### src/rtl/axis_image_vip_pkg.sv
// Shared types and constants for the frame arbiter slice.
package axis_image_vip_pkg;

   typedef enum logic {
      IDLE   = 1'b0,
      STREAM = 1'b1
   } arb_state_e;

   // err_o bit positions
   localparam int ERR_TIMEOUT = 0;
   localparam int ERR_SOF     = 1;
   localparam int ERR_LINE    = 2;

   // Width of a counter holding 0..n-1, never less than one bit.
   function automatic int clog2_min1(input int n);
      return (n > 1) ? $clog2(n) : 1;
   endfunction

endpackage

### src/rtl/axis_frame_arbiter_rr_picker.sv
// Round-robin picker: first requester strictly after ptr_i, wrapping.
module rr_picker #(
   parameter int N  = 2,
   parameter int IW = 1
) (
   input  logic [N-1:0]  req_i,
   input  logic [IW-1:0] ptr_i,
   output logic [N-1:0]  onehot_o,
   output logic [IW-1:0] idx_o,
   output logic          hit_o
);

   logic [IW-1:0] k_c;

   // Scan ptr+1 .. ptr+N so the last winner has the lowest priority.
   always_comb begin
      onehot_o = '0;
      idx_o    = '0;
      hit_o    = 1'b0;
      k_c      = '0;
      for (int i = 1; i <= N; i++) begin
         k_c = IW'((int'(ptr_i) + i) % N);
         if (!hit_o && req_i[k_c]) begin
            hit_o         = 1'b1;
            idx_o         = k_c;
            onehot_o[k_c] = 1'b1;
         end
      end
   end

endmodule

### src/rtl/axis_frame_arbiter.sv
// Frame-granular round-robin AXI-Stream arbiter.
// A source wins only on a start-of-frame beat and keeps the sink until
// LINES_PER_FRAME end-of-line beats have passed or it stalls too long.
// Optional line/frame structure checking: define AXIS_FRAME_CHECK_EN.
module axis_frame_arbiter
   import axis_image_vip_pkg::*;
#(
   parameter int NUM_SRC         = 2,
   parameter int DATA_BITS       = 8,
   parameter int LINES_PER_FRAME = 4,
   parameter int PIXELS_PER_LINE = 4,
   parameter int TIMEOUT_CYCLE   = 1000
) (
   input  logic                         clk_i,
   input  logic                         rstn_i,
   input  logic [NUM_SRC*DATA_BITS-1:0] s_data_i,
   input  logic [NUM_SRC-1:0]           s_valid_i,
   output logic [NUM_SRC-1:0]           s_ready_o,
   input  logic [NUM_SRC-1:0]           s_last_i,
   input  logic [NUM_SRC-1:0]           s_user_i,
   output logic [DATA_BITS-1:0]         m_data_o,
   output logic                         m_valid_o,
   input  logic                         m_ready_i,
   output logic                         m_last_o,
   output logic                         m_user_o,
   output logic [$clog2(NUM_SRC)-1:0]   grant_o,
   output logic                         busy_o,
   output logic [15:0]                  frame_cnt_o,
   output logic [2:0]                   err_o
);

   localparam int GW = clog2_min1(NUM_SRC);
   localparam int LW = clog2_min1(LINES_PER_FRAME);
   localparam int TW = clog2_min1(TIMEOUT_CYCLE);

   if (NUM_SRC < 2 || LINES_PER_FRAME < 1 || PIXELS_PER_LINE < 1 || TIMEOUT_CYCLE < 1) begin : g_bad_cfg
      $error("axis_frame_arbiter: illegal parameter set");
   end

   arb_state_e           state_q, state_d;
   logic [GW-1:0]        grant_q, grant_d, ptr_q, ptr_d;
   logic [LW-1:0]        line_q, line_d, lc_c;
   logic [TW-1:0]        stall_q, stall_d;
   logic [15:0]          frame_q, frame_d;
   logic [2:0]           err_q, err_d;
   logic [DATA_BITS-1:0] m_data_q, m_data_d;
   logic                 m_valid_q, m_valid_d, m_last_q, m_last_d, m_user_q, m_user_d;
`ifdef AXIS_FRAME_CHECK_EN
   logic [15:0]          pix_q, pix_d, pc_c;
`endif

   logic [DATA_BITS-1:0] sel_data;
   logic                 sel_valid, sel_last, sel_user;
   logic [NUM_SRC-1:0]   pick_oh;
   logic [GW-1:0]        pick_idx;
   logic                 pick_hit, out_free, accept;

   rr_picker #(.N(NUM_SRC), .IW(GW)) u_pick (
      .req_i    (s_valid_i & s_user_i),
      .ptr_i    (ptr_q),
      .onehot_o (pick_oh),
      .idx_o    (pick_idx),
      .hit_o    (pick_hit)
   );

   assign out_free = !m_valid_q || m_ready_i;
   assign accept   = (state_q == STREAM) && sel_valid && out_free;

   // Mux the granted source's beat.
   always_comb begin
      sel_data  = '0;
      sel_valid = 1'b0;
      sel_last  = 1'b0;
      sel_user  = 1'b0;
      for (int k = 0; k < NUM_SRC; k++) begin
         if (grant_q == GW'(k)) begin
            sel_data  = s_data_i[k*DATA_BITS +: DATA_BITS];
            sel_valid = s_valid_i[k];
            sel_last  = s_last_i[k];
            sel_user  = s_user_i[k];
         end
      end
   end

   // IDLE swallows non-SOF beats to realign; STREAM opens only the granted source.
   // Nothing is accepted while reset is held, so sources keep their beats.
   always_comb begin
      s_ready_o = '0;
      if (rstn_i) begin
         if (state_q == IDLE) begin
            s_ready_o = ~s_user_i;
         end else begin
            for (int k = 0; k < NUM_SRC; k++) begin
               s_ready_o[k] = (grant_q == GW'(k)) && out_free;
            end
         end
      end
   end

   // Next state: output register, arbitration, line/frame counting, timeout.
   always_comb begin
      state_d   = state_q;
      grant_d   = grant_q;
      ptr_d     = ptr_q;
      line_d    = line_q;
      stall_d   = stall_q;
      frame_d   = frame_q;
      err_d     = err_q;
      m_data_d  = m_data_q;
      m_valid_d = m_valid_q;
      m_last_d  = m_last_q;
      m_user_d  = m_user_q;
      lc_c      = line_q;
`ifdef AXIS_FRAME_CHECK_EN
      pix_d     = pix_q;
      pc_c      = pix_q;
`endif
      if (out_free) begin
         m_valid_d = accept;
         if (accept) begin
            m_data_d = sel_data;
            m_last_d = sel_last;
            m_user_d = sel_user;
         end
      end
      case (state_q)
         IDLE: begin
            stall_d = '0;
            if (pick_hit) begin
               grant_d = pick_idx;
               state_d = STREAM;
            end
         end
         STREAM: begin
            if (accept) begin
               stall_d = '0;
`ifdef AXIS_FRAME_CHECK_EN
               // SOF inside a frame: flag it and treat the beat as a fresh frame start.
               if (sel_user && (lc_c != '0 || pc_c != '0)) begin
                  err_d[ERR_SOF] = 1'b1;
                  lc_c = '0;
                  pc_c = '0;
               end
`endif
               if (sel_last) begin
`ifdef AXIS_FRAME_CHECK_EN
                  if (pc_c != 16'(PIXELS_PER_LINE - 1)) err_d[ERR_LINE] = 1'b1;
                  pix_d = '0;
`endif
                  if (lc_c == LW'(LINES_PER_FRAME - 1)) begin
                     line_d  = '0;
                     frame_d = frame_q + 16'd1;
                     ptr_d   = grant_q;
                     state_d = IDLE;
                  end else begin
                     line_d = lc_c + 1'b1;
                  end
               end else begin
                  line_d = lc_c;
`ifdef AXIS_FRAME_CHECK_EN
                  if (pc_c != '1) pix_d = pc_c + 16'd1;
`endif
               end
            end else if (!sel_valid) begin
               // Only a silent source stalls; sink backpressure holds the count.
               if (stall_q == TW'(TIMEOUT_CYCLE - 1)) begin
                  err_d[ERR_TIMEOUT] = 1'b1;
                  line_d  = '0;
                  stall_d = '0;
                  ptr_d   = grant_q;
                  state_d = IDLE;
`ifdef AXIS_FRAME_CHECK_EN
                  pix_d   = '0;
`endif
               end else begin
                  stall_d = stall_q + 1'b1;
               end
            end
         end
         default: state_d = IDLE;
      endcase
   end

   // State registers; async reset truncates any frame in flight.
   always_ff @(posedge clk_i or negedge rstn_i) begin
      if (!rstn_i) begin
         state_q   <= IDLE;
         grant_q   <= '0;
         ptr_q     <= '0;
         line_q    <= '0;
         stall_q   <= '0;
         frame_q   <= '0;
         err_q     <= '0;
         m_data_q  <= '0;
         m_valid_q <= 1'b0;
         m_last_q  <= 1'b0;
         m_user_q  <= 1'b0;
`ifdef AXIS_FRAME_CHECK_EN
         pix_q     <= '0;
`endif
      end else begin
         state_q   <= state_d;
         grant_q   <= grant_d;
         ptr_q     <= ptr_d;
         line_q    <= line_d;
         stall_q   <= stall_d;
         frame_q   <= frame_d;
         err_q     <= err_d;
         m_data_q  <= m_data_d;
         m_valid_q <= m_valid_d;
         m_last_q  <= m_last_d;
         m_user_q  <= m_user_d;
`ifdef AXIS_FRAME_CHECK_EN
         pix_q     <= pix_d;
`endif
      end
   end

   assign m_data_o    = m_data_q;
   assign m_valid_o   = m_valid_q;
   assign m_last_o    = m_last_q;
   assign m_user_o    = m_user_q;
   assign grant_o     = grant_q;
   assign busy_o      = (state_q == STREAM);
   assign frame_cnt_o = frame_q;
   assign err_o       = err_q;

endmodule
### config.mk
export PLATFORM = sky130hd
export DESIGN_NAME = axis_frame_arbiter
export DESIGN_NICKNAME = d
export VERILOG_FILES = /design/src/rtl/axis_image_vip_pkg.sv /design/src/rtl/axis_frame_arbiter_rr_picker.sv /design/src/rtl/axis_frame_arbiter.sv
export SDC_FILE = /design/constraint.sdc
export NUM_CORES = 1
export LEC_CHECK = 0
export CAP_MARGIN = 5
export CORE_UTILIZATION = 44
export DETAILED_ROUTE_END_ITERATION = 10
export GPL_TIMING_DRIVEN = 0
export PLACE_DENSITY = 0.72
export SKIP_CTS_REPAIR_TIMING = 1
export SLEW_MARGIN = 20
export SYNTH_ARGS = -nofsm -noshare
export SYNTH_HDL_FRONTEND = slang
export SYNTH_HIERARCHICAL = 1
export SYNTH_SLANG_ARGS = --single-unit
### constraint.sdc
create_clock -name clk_i -period 1.6 [get_ports clk_i]
set_clock_uncertainty 0.1 [all_clocks]
set_input_delay 0.24 -clock clk_i [delete_from_list [all_inputs] [get_ports clk_i]]
set_output_delay 0.24 -clock clk_i [all_outputs]
set_load 0.02 [all_outputs]
Yosys cells after proc, flatten, opt, wreduce, memory -nomap -nowiden --
Cells that the tools add are included.
Word-level totals: register bits after elaboration 43, bits of input ports 25, output and inout bits 34, logic and storage cells 80
Operators by class: $add $sub $neg 5, magnitude comparators 2, equal/unequal tests 6, multiplexer cells 35, bitwise operators 6, reduce and logical (&&, ||, !) cells 15
Operators by type and width (number):
- 10-bit 2-to-1 mux | 3
- 1-bit 2-to-1 mux | 22
- 10-bit case mux with 2 select lines | 1
- 16-bit by 1-bit adder with 16-bit output, second input constant | 1
- 2-bit 2-to-1 mux | 7
- 4-bit AND reduction | 3
- 10-bit by 1-bit adder with 10-bit output, second input constant | 1
- 10-bit == test, second input constant | 1
- 8-bit 2-to-1 mux | 1
- 1-bit logical AND | 5
- 5-bit AND reduction | 1
- 1-bit by 2-bit < comparator with 1-bit output, second input constant | 2
- 2-bit by 1-bit != test with 1-bit output, second input constant | 2
- 1-bit inverter | 4
- 2-bit AND reduction | 2
- 3-bit by 2-bit != test with 1-bit output, second input constant | 1
- 1-bit adder, second input constant | 2
- 2-bit by 1-bit adder with 2-bit output, second input constant | 1
- 2-bit bitwise AND | 1
- 2-bit == test, second input constant | 1
- 1-bit logical NOT | 2
- 2-bit != test, second input constant | 1
- 2-bit inverter | 1
- 1-bit case mux with 2 select lines | 1
- other kinds (2) | 2

Logic depth before layout (Yosys ltp) --
depth after elaboration 9, mapped depth 7, mapped depth without buffers 5

Hierarchy --
The synthesis kept the hierarchy.
By module, submodules not included:
- axis_frame_arbiter | times used 1, cells each 225, area each 2262.2 sq um, seq. area each 1076.0 sq um
- rr_picker | times used 1, cells each 5, area each 32.5 sq um, seq. area each 0.0 sq um

Least setup slack after synthesis --
Ideal clock, no wire load.
kind reg-to-reg, from register grant_q, in the netlist grant_o, to register frame_q[1], in the netlist frame_cnt_o[1], setup time 0.128 ns, data arrival time 1.651 ns, required time 1.372 ns, slack -0.279 ns, cell stages (with the launch flop) 7, path buffers 2, clock period less this slack 1.879 ns, path through dfrtp_1 buf_6 mux2_4 and4_4 buf_6 nand2_1 mux2_1
On the way: longest elaborated chain between the ends 4, elaborated cells between the ends (all ways) 5, those cells by class 2 x mux; 3 x reduce/logical
Ends and longest elaborated chain:
- from (decl) | line axis_frame_arbiter.sv:41 | logic [GW-1:0] grant_q, grant_d, ptr_q, ptr_d;
- from (signal assigned) | line axis_frame_arbiter.sv:203 | grant_q <= grant_d;
- 1-bit 2-to-1 mux | line axis_frame_arbiter.sv:76 | if (grant_q == GW'(k)) begin
- 1-bit logical AND (2 in a row) | line axis_frame_arbiter.sv:67 | assign accept = (state_q == STREAM) && sel_valid && out_free;
- 4-bit AND reduction (no line) *
- to (signal assigned) | line axis_frame_arbiter.sv:207 | frame_q <= frame_d;
- to (decl) | line axis_frame_arbiter.sv:44 | logic [15:0] frame_q, frame_d;
Every way passes the cells marked *; elsewhere a longest branch is shown, timed or not. A chain may end at the register's enable or synchronous reset.

Final worst setup path --
from register m_valid_q, in the netlist m_valid_o, to output s_ready_o[0]
On the way: longest elaborated chain between the ends 5
Ends and longest elaborated chain:
- from (decl) | line axis_frame_arbiter.sv:47 | logic m_valid_q, m_valid_d, m_last_q, m_last_d, m_user_q, m_user_d;
- from (signal assigned) | line axis_frame_arbiter.sv:210 | m_valid_q <= m_valid_d;
- 1-bit logical NOT | line axis_frame_arbiter.sv:66 | assign out_free = !m_valid_q || m_ready_i;
- 1-bit logical OR | line axis_frame_arbiter.sv:66
- 1-bit logical AND | line axis_frame_arbiter.sv:94 | s_ready_o[k] = (grant_q == GW'(k)) && out_free;
- 2-bit 2-to-1 mux | line axis_frame_arbiter.sv:90 | if (state_q == IDLE) begin
- 2-bit 2-to-1 mux | line axis_frame_arbiter.sv:89 | if (rstn_i) begin
- to (decl) | line axis_frame_arbiter.sv:18 | output logic [NUM_SRC-1:0] s_ready_o,
No other way between the ends.

==> impl_metrics.toml <==
[clock_tree]
clockBufferDepth = 2
clock-sinks = 43
worstSkewPairLatency_ns = 0.30
tritoncts = "done"
cts_made_buffers = 5
clk_pin_slew_ns = 0.09
htreeDepth = 2
cts-root-buf = "clkbuf_8"

[drt]
via_count = 2086
first_pass_iters = 4
drc = 0
routed_wl_microns = 5870
viasPerCell = 5.42
post_drt_wl_per_cell_microns = 15.2
ant_nets = 0
drtIter0Drc = 157

[place]
dp_slack_ns = -0.619
gp_congestion = 0.811
dp_hpwl_microns = 3680
dpl_cell_area_sq_um = 3000
port_buffers = 56
dp_cells = 352

[layout]
antennaDiodeCount = 0
multi_input_area_sq_um = 1330
final_common_cell = "dfrtp_1"
fill_cells = 355
final_cell_count_no_fill = 385
layout_common_cells = "37 x dfrtp_1, 31 x dlymetal6s2s_1, 27 x nand2_1, 22 x clkdlybuf4s50_1, 21 x buf_4"
regArea_sq_um = 1080
final_nets = 345
drive_gt1_frac = 0.274
design_area_sq_um = 3620
synthToLayoutAreaGrowth_pct = 58.9

[grt]
grt_pass1_vias = 1667
grt_usage = 0.198
grt_max_degree = 33
grt_pass1_wl_microns = 8110
gr-total-overflow = 0
antenna_found_initial = 0

[critical_path]
r2r_end = "ptr_q"
startpoint_type = "flip-flop"
reg2reg_depth = 5
r2r-start = "stall_q[0]"
cp_data_arrival_time_ns = 1.52
required_ns = 1.26
crit_path_end_kind = "output pin"
crit_fanout = 2
crit_type = "reg2out"
r2r_slack_ns = -0.26

[sta]
fin_crit_sh = 1.16
slew_violations = 0
rsz0062_at_grt = "yes"
fmax_mhz = 537
min_period_ns = 1.86
tightest_slew_ns = 0.646
finalWorstSetupSlack_ns = -0.261
max-slew-margin-rel = 0.568
setup_viol = 28
final-hold-violation-count = 0

[min_path]
min_path_cells = 3
hp-start = "m_ready_i"
holdCritPathClass = "in2reg"
min_to = "m_valid_o"

[floorplan]
rows = 25
dieArea_sq_um = 5460
core_area_sq_um = 4850
die_y_microns = 73.9
io_pins = 59
start_util = 0.469
die_w_microns = 73.9

[synth]
syn_area_per_cell_sq_um = 10.0
ys_warn_count = 6
synth_area_sq_um = 2280
synthCells = 227

[status]
status = "complete, but fails checks"
violations = "setup timing"

[run]
maxCapViolations = 0

[power]
power_leakage_nw = 1.99
vdd_ir_drop_max_uv = 839
power_density_nw_per_um2 = 1260
-- layout make-up --
type | instances | area share
sequential | 43 | 0.300
multi-input combinational | 171 | 0.369
timing repair buffer | 82 | 0.249
clock buffer | 7 | 0.0266
buffer | 10 | 0.0263
inverter | 4 | 0.00415
tap | 67 | 0.0232
clock inverter | 1 | 0.00208
-- worst max-delay path: stages, from the launching register on --
cell,delay [ns]
dfrtp_1,0.40
nor2b_4,0.13
or3_1,0.36
o21ai_1,0.07
and2_1,0.15
buf_6,0.12
-- state kept, by name, summed over array words and instances (netlist names) --
name,cells
frame_cnt_o,16
m_last_o,1
busy_o,1
lc_c,2
m_data_o,8
m_user_o,1
m_valid_o,1
err_o,1
ptr_q,1
grant_o,1
stall_q,10
-- through the flow --
stage	util	hold slack [ns]	total power [mW]	TNS [ns]
5_1_grt	0.746	0.352	4.80	-6.59
2_1_floorplan	-	-0.156	2.65	-2.59
6_report	0.746	0.319	4.55	-3.95
3_5_place_dp	0.619	0.0654	3.37	-15.02
3_3_place_gp	0.616	0.355	3.33	-62.91
4_1_cts	0.641	-0.262	4.15	-11.19
-- worst max-delay path by stage --
stage          cells after the start  startpoint           end
4_1_cts                            5     grant_o  s_ready_o[0]
2_1_floorplan                      6     grant_o         ptr_q
5_1_grt                            5   m_valid_o  s_ready_o[0]
6_report                           5   m_valid_o  s_ready_o[0]
3_3_place_gp                       3      rstn_i  s_ready_o[0]
3_5_place_dp                       6   m_ready_i  s_ready_o[0]
-- per-layer routing --
metal,up-vias,track usage,share of wire
li1,994,-,-
met1,1010,0.284,0.46
met2,71,0.289,0.47
met3,11,0.0453,0.055
met4,0,0.0769,0.016
met5,-,0,0
-- power breakdown --
group / internal [mW] / total (mW) / switching [mW]
Sequential: 1.35 / 1.55 / 0.199
Clock: 0.393 / 0.774 / 0.381
Combinational: 1.10 / 2.23 / 1.13
Total: 2.84 / 4.55 / 1.71
Power figures use the tool's default switching activity.
